`src/rtl/fifo_wr_arb.sv`:
```
// fifo_wr_arb: round-robin arbiter sharing one async-FIFO write port.
// Write-clock domain only; optional burst lock via ARB_BURST_LOCK_EN.
//
// Ports:
//   wclk, wrst_n      write clock, sync active-low reset
//   req, wdata_in     per-requester valid and data slice
//   wfull             registered FIFO full flag
//   gnt, winc, wdata  accept strobe, FIFO write enable and data
//   gnt_id            last granted requester (registered)
//   stall_cnt         saturating count of cycles with |req && wfull
module fifo_wr_arb #(
  parameter int NREQ      = 4,
  parameter int DSIZE     = 8,
  parameter int CNTW      = 16,
  parameter int MAX_BURST = 4
) (
  input  logic                     wclk,
  input  logic                     wrst_n,
  input  logic [NREQ-1:0]          req,
  input  logic [NREQ*DSIZE-1:0]    wdata_in,
  input  logic                     wfull,
  output logic [NREQ-1:0]          gnt,
  output logic                     winc,
  output logic [DSIZE-1:0]         wdata,
  output logic [$clog2(NREQ)-1:0]  gnt_id,
  output logic [CNTW-1:0]          stall_cnt
);

  localparam int PW = $clog2(NREQ);

  if (NREQ < 2 || MAX_BURST < 1) begin : g_cfg_err
    $error("fifo_wr_arb: NREQ must be >=2 and MAX_BURST >=1");
  end

  logic [PW-1:0]   rr_ptr_q, rr_ptr_d;
  logic [PW-1:0]   gnt_id_q, gnt_id_d;
  logic [CNTW-1:0] stall_q, stall_d;
  logic [PW-1:0]   sel, sel_hi, sel_lo, win;
  logic            hit_hi, any_req, acc;

  function automatic logic [PW-1:0] wrap_inc(input logic [PW-1:0] x);
    return (x == PW'(NREQ-1)) ? '0 : x + 1'b1;
  endfunction

  // Cyclic scan from rr_ptr: lowest request at or above the pointer
  // wins, else the lowest request overall.
  always_comb begin
    hit_hi = 1'b0;
    sel_hi = '0;
    sel_lo = '0;
    for (int i = NREQ-1; i >= 0; i--) begin
      if (req[i]) begin
        sel_lo = PW'(i);
        if (PW'(i) >= rr_ptr_q) begin
          sel_hi = PW'(i);
          hit_hi = 1'b1;
        end
      end
    end
    sel = hit_hi ? sel_hi : sel_lo;
  end

  assign any_req = |req;

  always_comb begin
    stall_d = stall_q;
    if (any_req && wfull && !(&stall_q)) begin
      stall_d = stall_q + 1'b1;
    end
  end

`ifdef ARB_BURST_LOCK_EN
  localparam int BW = $clog2(MAX_BURST+1);
  localparam logic [0:0] ARB  = 1'b0;
  localparam logic [0:0] LOCK = 1'b1;

  logic [0:0]    state_q, state_d;
  logic [PW-1:0] owner_q, owner_d;
  logic [BW-1:0] beats_q, beats_d;
  logic          own_req;

  always_comb begin
    own_req = 1'b0;
    for (int i = 0; i < NREQ; i++) begin
      if (PW'(i) == owner_q) own_req = req[i];
    end
  end

  always_comb begin
    state_d  = state_q;
    owner_d  = owner_q;
    beats_d  = beats_q;
    rr_ptr_d = rr_ptr_q;
    gnt_id_d = gnt_id_q;
    acc      = 1'b0;
    win      = sel;
    unique case (state_q)
      ARB: begin
        if (wrst_n && !wfull && any_req) begin
          acc      = 1'b1;
          gnt_id_d = sel;
          if (MAX_BURST > 1) begin
            state_d = LOCK;
            owner_d = sel;
            beats_d = BW'(1);
          end else begin
            rr_ptr_d = wrap_inc(sel);
          end
        end
      end
      LOCK: begin
        win = owner_q;
        // Full just stalls the lock; a dropped owner request
        // releases it at the cost of one bubble.
        if (!wfull) begin
          if (own_req) begin
            acc      = wrst_n;
            gnt_id_d = owner_q;
            if (beats_q == BW'(MAX_BURST-1)) begin
              state_d  = ARB;
              rr_ptr_d = wrap_inc(owner_q);
            end else begin
              beats_d = beats_q + 1'b1;
            end
          end else begin
            state_d  = ARB;
            rr_ptr_d = wrap_inc(owner_q);
          end
        end
      end
      default: state_d = ARB;
    endcase
  end

  always_ff @(posedge wclk) begin
    if (!wrst_n) begin
      state_q <= ARB;
      owner_q <= '0;
      beats_q <= '0;
    end else begin
      state_q <= state_d;
      owner_q <= owner_d;
      beats_q <= beats_d;
    end
  end
`else
  always_comb begin
    acc      = wrst_n && !wfull && any_req;
    win      = sel;
    rr_ptr_d = acc ? wrap_inc(sel) : rr_ptr_q;
    gnt_id_d = acc ? sel : gnt_id_q;
  end
`endif

  always_comb begin
    gnt   = '0;
    wdata = '0;
    for (int i = 0; i < NREQ; i++) begin
      if (acc && win == PW'(i)) begin
        gnt[i] = 1'b1;
        wdata  = wdata_in[i*DSIZE +: DSIZE];
      end
    end
  end

  assign winc      = acc;
  assign gnt_id    = gnt_id_q;
  assign stall_cnt = stall_q;

  always_ff @(posedge wclk) begin
    if (!wrst_n) begin
      rr_ptr_q <= '0;
      gnt_id_q <= '0;
      stall_q  <= '0;
    end else begin
      rr_ptr_q <= rr_ptr_d;
      gnt_id_q <= gnt_id_d;
      stall_q  <= stall_d;
    end
  end

endmodule
```
`config.mk`:
```
export PLATFORM = sky130hd
export DESIGN_NAME = fifo_wr_arb
export DESIGN_NICKNAME = d
export VERILOG_FILES = /design/src/rtl/fifo_wr_arb.sv
export SDC_FILE = /design/constraint.sdc
export NUM_CORES = 1
export LEC_CHECK = 0
export CAP_MARGIN = 20
export CORE_ASPECT_RATIO = 1.4
export CORE_UTILIZATION = 38
export CTS_CLUSTER_SIZE = 30
export DETAILED_ROUTE_END_ITERATION = 10
export PLACE_DENSITY = 0.76
export SYNTH_ARGS = -nofsm -noshare
export SYNTH_HDL_FRONTEND = slang
export SYNTH_SLANG_ARGS = --single-unit
```
`constraint.sdc`:
```
create_clock -name wclk -period 7.7 [get_ports wclk]
set_input_delay 1.54 -clock wclk [delete_from_list [all_inputs] [get_ports wclk]]
set_output_delay 1.54 -clock wclk [all_outputs]
set_load 0.02 [all_outputs]
```
## Yosys cells after proc, flatten, opt, wreduce, memory -nomap -nowiden

Index checks and enable logic that the tools add are counted.

- Register bits after elaboration: 20
- Input bits: 39
- Word-level logic and storage cells: 55
- Output and inout port bits: 31

- Add/sub/neg operators: 2
- Reduce and logical (&&, ||, !) cells: 13
- Order comparisons: 4
- Equality and inequality tests: 3
- Mux-type cells: 30

Operator list:

| kind | number |
|---|---|
| 2-to-1 mux 8 bit | 4 |
| 2-to-1 mux 2 bit | 14 |
| adder 16 x 1 -> 16 bit, second input constant | 1 |
| AND reduction 16 bit | 1 |
| 2-to-1 mux 1 bit | 12 |
| logical AND 1 bit | 8 |
| equality test 2 bit, second input constant | 2 |
| >= comparator 1 x 2 -> 1 bit, first input constant | 2 |
| >= comparator 2 bit, first input constant | 2 |
| OR reduction 4 bit | 1 |
| adder 2 x 1 -> 2 bit, second input constant | 1 |
| equality test 2 x 1 -> 1 bit, second input constant | 1 |
| logical NOT 1 bit | 2 |
| logical NOT 2 bit | 1 |

## Depth between registers and ports, before layout

Gate-level depths: netlist of the first run.

- Depth after elaboration: 16
- Mapped depth: 10

## Worst setup path before layout of the first run

OpenSTA, ideal clock, no wires.

- Kind: input port to output port
- From: input req[0]
- To: output wdata[0]
- Setup slack: 2.758 ns
- Data arrival time: 3.402 ns
- Required time: 6.160 ns
- Stages on the path: 10
- Cells stage by stage: a21o_1 -> a21oi_1 -> o22ai_1 -> ha_1 -> clkbuf_1 -> nor2b_1 -> clkbuf_1 -> a221oi_1 -> a211o_1 -> a21oi_1

- Word-level cells in the longest chain between the ends: 8

RTL lines:

| item | line | RTL |
|---|---|---|
| start: declaration | 19 | `input logic [NREQ-1:0] req,` |
| 2-to-1 mux 2 bit or 2-to-1 mux 1 bit (tied branches) | 52 | `if (req[i]) begin` |
| 2-to-1 mux 2 bit | 60 | `sel = hit_hi ? sel_hi : sel_lo;` |
| logical NOT 2 bit | 159 | `if (acc && win == PW'(i)) begin` |
| logical AND 1 bit | 159 |  |
| 2-to-1 mux 8 bit (3 in a row) | 159 |  |
| 2-to-1 mux 8 bit * | 159 |  |
| end: declaration | 24 | `output logic [DSIZE-1:0] wdata,` |

Every way passes the cells marked *; elsewhere a longest branch is shown, timed or not.

## Worst setup path in the final report of the first run

- From: input req[0]
- To: output wdata[1]

- Word-level cells in the longest chain between the ends: 8

RTL lines:

| item | line | RTL |
|---|---|---|
| 2-to-1 mux 2 bit or 2-to-1 mux 1 bit (tied branches) | 52 |  |
| 2-to-1 mux 2 bit * | 60 |  |
| named net sel[0] | 38 | `logic [PW-1:0] sel, sel_hi, sel_lo, win;` |
| logical NOT 2 bit | 159 |  |
| logical AND 1 bit | 159 |  |
| 2-to-1 mux 8 bit (3 in a row) | 159 |  |
| 2-to-1 mux 8 bit * | 159 |  |

The timed path passes the listed nets; every way through them passes the cells marked *.

==> results.py, run 1 <==
metrics = {
    "yosys": {
        "synth.avg_cell_area_um2": 7.690,
        "synth.distinct_cells": 39,
        "synth_ff_type": "dfxtp_1",
        "synth_top_area_frac": 0.2814,
        "ys_top_cells_by_count": "nand2_1, dfxtp_1, inv_1",
        "ys_seq_area_frac": 0.2814,
        "synthTopCellsByArea": "dfxtp_1, a21oi_1, a221oi_1",
        "synth_warnings": 0,
        "netlist_area_mm2": 0.001423,
        "netlist_instances": 185,
        "ys_ff_latch": 20,
        "async_reset_ff_frac": 0,
        "syn_nets": 229,
        "yosys.area.top_type": "dfxtp_1",
        "yosysMostFrequentCell": "nand2_1",
        "synth_edf_count": 0,
    },
    "cts": {
        "postCtsHoldBufs": 0,
        "post_cts_buffers": 0,
        "clock_latency_ns": 0.26,
        "cts_root_buf": "clkbuf_8",
        "numCtsBuffers": 3,
        "cts.path.max_buffers": 2,
        "ctsHtreeMaxLevel": 1,
        "cts_tree": "built",
        "path_clk_slew_ns": 0.07,
        "cts.sinks": 20,
        "ctsResizeCount": 0,
    },
    "route": {
        "dr.pass1.iters": 4,
        "drc": 0,
        "dr.first_iter.drc_count": 42,
        "dr_total_vias": 1615,
        "vias_per_cell": 5.608,
        "routedWlPerCell_um": 13.23,
        "ant_nets": 0,
        "drt_wl_total_um": 3809,
    },
    "critical_path": {
        "crit_slowest_cell": "clkdlybuf4s50_1",
        "slowest_delay_ns": 0.63,
        "rr_worst_depth": 5,
        "path_cells": "clkdlybuf4s50_1 > inv_1 > o221ai_1 > a21oi_1 > ha_1 > nor2b_1 > a221oi_1 > a211o_1 > a21oi_1 > clkdlybuf4s50_1",
        "cp-end-kind": "output port",
        "crit_arrival_ns": 4.58,
        "critPathBufInv": 3,
        "crit_cells": 10,
        "critPathLaunchType": "input port",
        "crit_type": "input port to output port",
        "cp_top_family": "buffers and inverters",
        "critPathMaxFanout": 10,
        "required_ns": 6.16,
    },
    "sta": {
        "fmax_mhz": 163.4,
        "drv_slew": 0,
        "hold_viol_final": 0,
        "relSlewSlack": 0.4486,
        "tns_ns": 0,
        "clock_skew_ns": 0.004514,
        "setup_viol": 0,
        "rsz0062_at_grt": "no",
        "period_share": 0.7950,
        "period_needed_ns": 6.121,
        "tightestPinTransition_ns": 0.8195,
    },
    "power_and_ir_drop": {
        "total_power_mw": 0.2951,
        "leakage_nw": 0.8100,
        "vdd_drop_max_v": 0.00007953,
        "p_per_area_mw_per_mm2": 135.2,
    },
    "global_route": {
        "grt_pass1_vias": 1459,
        "overflow": 0,
        "antenna_found_initial": 0,
        "grt_pass1_wl_um": 6127,
        "grt_max_degree": 19,
        "grt_use_total": 0.2040,
    },
    "final_layout": {
        "num-fill-cells": 309,
        "syn_to_final_growth_pct": 53.47,
        "antenna_cells": 0,
        "nNetsFinal": 293,
        "layout-drive-gt1-share": 0.04839,
    },
    "placed_design": {
        "hpwl_um": 2990,
        "portBuffers": 69,
        "place_congestion": 0.8031,
    },
    "floorplan": {
        "die_y_um": 74.40,
        "rows": 25,
        "core_mm2": 0.003472,
        "ios": 70,
        "die_width_um": 53.71,
        "start_util": 0.4097,
        "dieArea_mm2": 0.003996,
    },
    "min_path": {
        "min_delay_path_depth": 2,
        "hold_path.class": "flop to flop",
    },
    "status": {
        "status": "finished, final reports clean",
    },
    "job": {
        "drv_cap": 0,
    },
}
[tightest hold or removal path, stage by stage (launching register included)]
cell and delay [ns]:
dfxtp_1 0.35, nand2_1 0.07, mux2i_1 0.05
[power breakdown]
part           total [mW]  switching, mW  internal [mW]
combinational       0.105         0.0499         0.0555
sequential          0.110        0.00344          0.107
clock              0.0794         0.0339         0.0455
total               0.295         0.0873          0.208
[through the flow]
step                      hold slack [ns]  worst slack, ns  area [um2]    util  cells
after CTS                          0.5148            1.559        2183  0.6288    288
after detailed placement           0.5041            1.575        2128  0.6130    284
after floorplan                    0.4870            2.758        1423       -    185
final                              0.5125            1.579        2183  0.6288    288
after global routing               0.5381            1.295        2183  0.6288    288
after global placement             0.4984            1.605        2128  0.6130    284
[sequential cells by signal (all words and copies together), names as in the netlist]
| register | count |
|---|---|
| stall_cnt | 16 |
| rr_ptr_q | 2 |
| gnt_id | 2 |
[path summary, 6_finish.rpt]
path / from / end / slack (ns)
worst max-delay path: req[0] / wdata[1] / 1.58
worst min-delay path: stall_cnt[1] / stall_cnt[1] / 0.51
worst max register to register: stall_cnt[0] / stall_cnt[14] / 5.60
worst min register to register: stall_cnt[1] / stall_cnt[1] / 0.51
[layout make-up]
class | instances | area (um2) | share of cell area
clock buffers | 4 | 55.05 | 0.02521
inverters | 20 | 75.07 | 0.03438
multi-input cells | 134 | 904.6 | 0.4143
flip-flops and latches | 20 | 400.4 | 0.1834
well taps | 40 | 50.05 | 0.02292
repair buffers | 70 | 698.2 | 0.3198
[layout by cell type (no fill, tap or decap), drive strengths merged]
| cell type | count |
|---|---|
| or4b | 2 |
| o211a | 1 |
| a31oi | 1 |
| o22ai | 1 |
| a41o | 1 |
| nand2 | 21 |
| or3 | 2 |
| a21oi | 18 |
| clkdlybuf4s50 | 69 |
| o221ai | 2 |
| ha | 5 |
| o21ai | 5 |
| o31ai | 4 |
| nand4b | 1 |
| nor3 | 1 |
| o311a | 1 |
| nor4 | 8 |
| nand3 | 7 |
| mux2i | 5 |
| a211o | 8 |
| dfxtp | 20 |
| nor2 | 3 |
| inv | 20 |
| o41ai | 4 |
| nand4 | 4 |
| a211oi | 1 |
| and2 | 5 |
| a21o | 1 |
| and3 | 2 |
| buf | 1 |
| o21a | 1 |
| or4 | 5 |
| nand2b | 4 |
| nor2b | 1 |
| a221oi | 9 |
| clkbuf | 4 |
[cell families after synthesis]
kind of cell | count (synthesis) | share of synthesized area
AND/OR/NAND/NOR | 66 | 0.2674
multiplexers | 5 | 0.03518
adder cells (fa/ha/maj) | 5 | 0.04398
buffers and inverters | 31 | 0.08267
flip-flops | 20 | 0.2814
AO/OA/AOI/OAI | 58 | 0.2894
[routing by layer]
| metal | global-route usage | share of wire |
|---|---|---|
| met1 | 0.2199 | 0.40 |
| met2 | 0.3676 | 0.52 |
| met3 | 0.04294 | 0.070 |
| met4 | 0.09064 | 0.013 |
| met5 | 0 | 0 |
Note: power is estimated with default switching activity, not from simulation.
==> inputs of run 2 (changes only) <==
clock period = 6.16 ns   (was 7.7 ns; I/O delays follow)
==> run 2 against run 1 <==
Critical endpoint unchanged; register-to-register slack lost 1.6 ns; worst setup slack worse by 0.92 ns; first-iteration DRC count rose by 9.5%; clock skew barely moved; routed wire length decreased by 0.68%.
==> results.py, run 2 (synthesis gave the netlist of run 1 again) <==
metrics = {
    "sta": {
        "fmax_mhz": 181.8,
        "setup_slack_ns": 0.6605,
        "tns_ns": 0,
        "setup_viol": 0,
        "drv_slew": 0,
        "tightestPinTransition_ns": 0.8432,
        "relSlewSlack": 0.4327,
        "hold_viol_final": 0,
        "period_needed_ns": 5.499,
        "period_share": 0.8928,
        "rsz0062_at_grt": "no",
        "whs_ns": 0.5040,
        "clock_skew_ns": 0.004349,
    },
    "cts": {
        "clock_latency_ns": 0.25,
        "cts.path.max_buffers": 2,
        "cts_tree": "built",
        "postCtsHoldBufs": 0,
        "path_clk_slew_ns": 0.06,
        "cts.sinks": 20,
        "numCtsBuffers": 3,
        "ctsHtreeMaxLevel": 1,
        "post_cts_buffers": 0,
        "cts_root_buf": "clkbuf_8",
        "ctsResizeCount": 0,
    },
    "power_and_ir_drop": {
        "p_comb_frac": 0.374,
        "switchingPower_mw": 0.1062,
        "power_frac_clock": 0.235,
        "leakage_nw": 0.8076,
        "power.internal_mw": 0.2469,
        "vdd_drop_max_v": 0.00009691,
        "p_seq_frac": 0.391,
        "p_per_area_mw_per_mm2": 162.2,
        "swShare": 0.3007,
    },
    "min_path": {
        "min_from": "gnt_id[1]",
        "min_delay_path_depth": 2,
        "hold-path-endpoint": "gnt_id[1]",
        "hold_path.class": "flop to flop",
    },
    "global_route": {
        "grt_use_total": 0.2055,
        "grt_pass1_vias": 1526,
        "overflow": 0,
        "antenna_found_initial": 0,
        "grt_pass1_wl_um": 6230,
        "grt_max_degree": 18,
    },
    "critical_path": {
        "crit_arrival_ns": 4.27,
        "crit_type": "input port to output port",
        "path_cells": "clkdlybuf4s50_1 > inv_1 > o221ai_1 > a21oi_1 > ha_1 > nor2b_1 > a221oi_1 > a211o_1 > a21oi_1 > clkdlybuf4s50_1",
        "slowest_delay_ns": 0.64,
        "required_ns": 4.93,
        "r2r_setup_slack_ns": 4.04,
        "crit_slowest_cell": "clkdlybuf4s50_1",
        "regToRegEndpoint": "stall_cnt[14]",
        "cp_top_family": "buffers and inverters",
        "critPathBufInv": 3,
        "cp-end-kind": "output port",
        "r2r_start": "stall_cnt[0]",
        "critPathMaxFanout": 10,
        "rr_worst_depth": 5,
        "critPathLaunchType": "input port",
    },
    "final_layout": {
        "fin_area_mm2": 0.002177,
        "final_common_cell": "clkdlybuf4s50_1",
        "finalNonFillerCells": 288,
        "layout_common_cells": "clkdlybuf4s50_1, nand2_1, dfxtp_1",
        "syn_to_final_growth_pct": 53.03,
        "num-fill-cells": 316,
        "antenna_cells": 0,
        "nNetsFinal": 294,
        "largest_reg_flops": 16,
        "layout-drive-gt1-share": 0.04839,
    },
    "route": {
        "drc": 0,
        "routedWlPerCell_um": 13.14,
        "dr.pass1.iters": 4,
        "ant_nets": 0,
        "dr_total_vias": 1640,
        "drt_wl_total_um": 3783,
        "vias_per_cell": 5.694,
        "dr.first_iter.drc_count": 46,
    },
    "placed_design": {
        "hpwl_um": 3017,
        "post_dp_cell_area_mm2": 0.002136,
        "placed_cells": 285,
        "portBuffers": 69,
        "place_congestion": 0.7898,
        "preCtsSetupSlack_ns": 0.6494,
    },
    "job": {
        "drv_cap": 0,
    },
    "floorplan": {
        "die_width_um": 53.71,
        "die_y_um": 74.40,
        "rows": 25,
        "start_util": 0.4097,
        "core_mm2": 0.003472,
        "ios": 70,
        "dieArea_mm2": 0.003996,
    },
    "status": {
        "status": "finished, final reports clean",
    },
}
==> run 2: worst min-delay path, cell delays in order (launching register included) <==
cell     delay (ns)
dfxtp_1        0.32
nand3_1        0.06
o21ai_0        0.07
==> run 2: through the flow <==
step             util  power, mW
2_1_floorplan       -     0.2182
3_3_place_gp   0.6151     0.2736
3_5_place_dp   0.6151     0.2737
4_1_cts        0.6270     0.3581
5_1_grt        0.6270     0.3759
6_report       0.6270     0.3531
==> run 2: power groups by stage <==
stage	registers, mW	clock network, mW	logic (mW)
floorplan	0.143	0	0.0752
global placement	0.141	0	0.133
detailed placement	0.141	0	0.133
CTS	0.138	0.0867	0.133
global route	0.139	0.0919	0.145
finish	0.138	0.0830	0.132
==> run 2: worst max-delay path by stage <==
stage,startpoint,endpoint,cells after the start
global route,req[0],wdata[1],10
global placement,req[2],wdata[1],10
finish,req[0],wdata[1],10
floorplan,req[0],wdata[0],10
CTS,req[0],wdata[1],10
detailed placement,req[0],wdata[1],10
==> run 2: layer usage <==
metal,global-route usage,vias to the layer above,wire [um]
li1,-,823,-
met1,0.2109,748,1556
met2,0.3841,63,1908
met3,0.04294,6,255
met4,0.08772,0,63
met5,0,-,0
==> run 2: final cells by class <==
class,count,area [um2],share of cell area
flip-flops and latches,20,400.4,0.1839
clock buffers,3,41.29,0.01897
inverters,20,75.07,0.03448
repair buffers,71,705.7,0.3241
well taps,40,50.05,0.02299
multi-input cells,134,904.6,0.4155
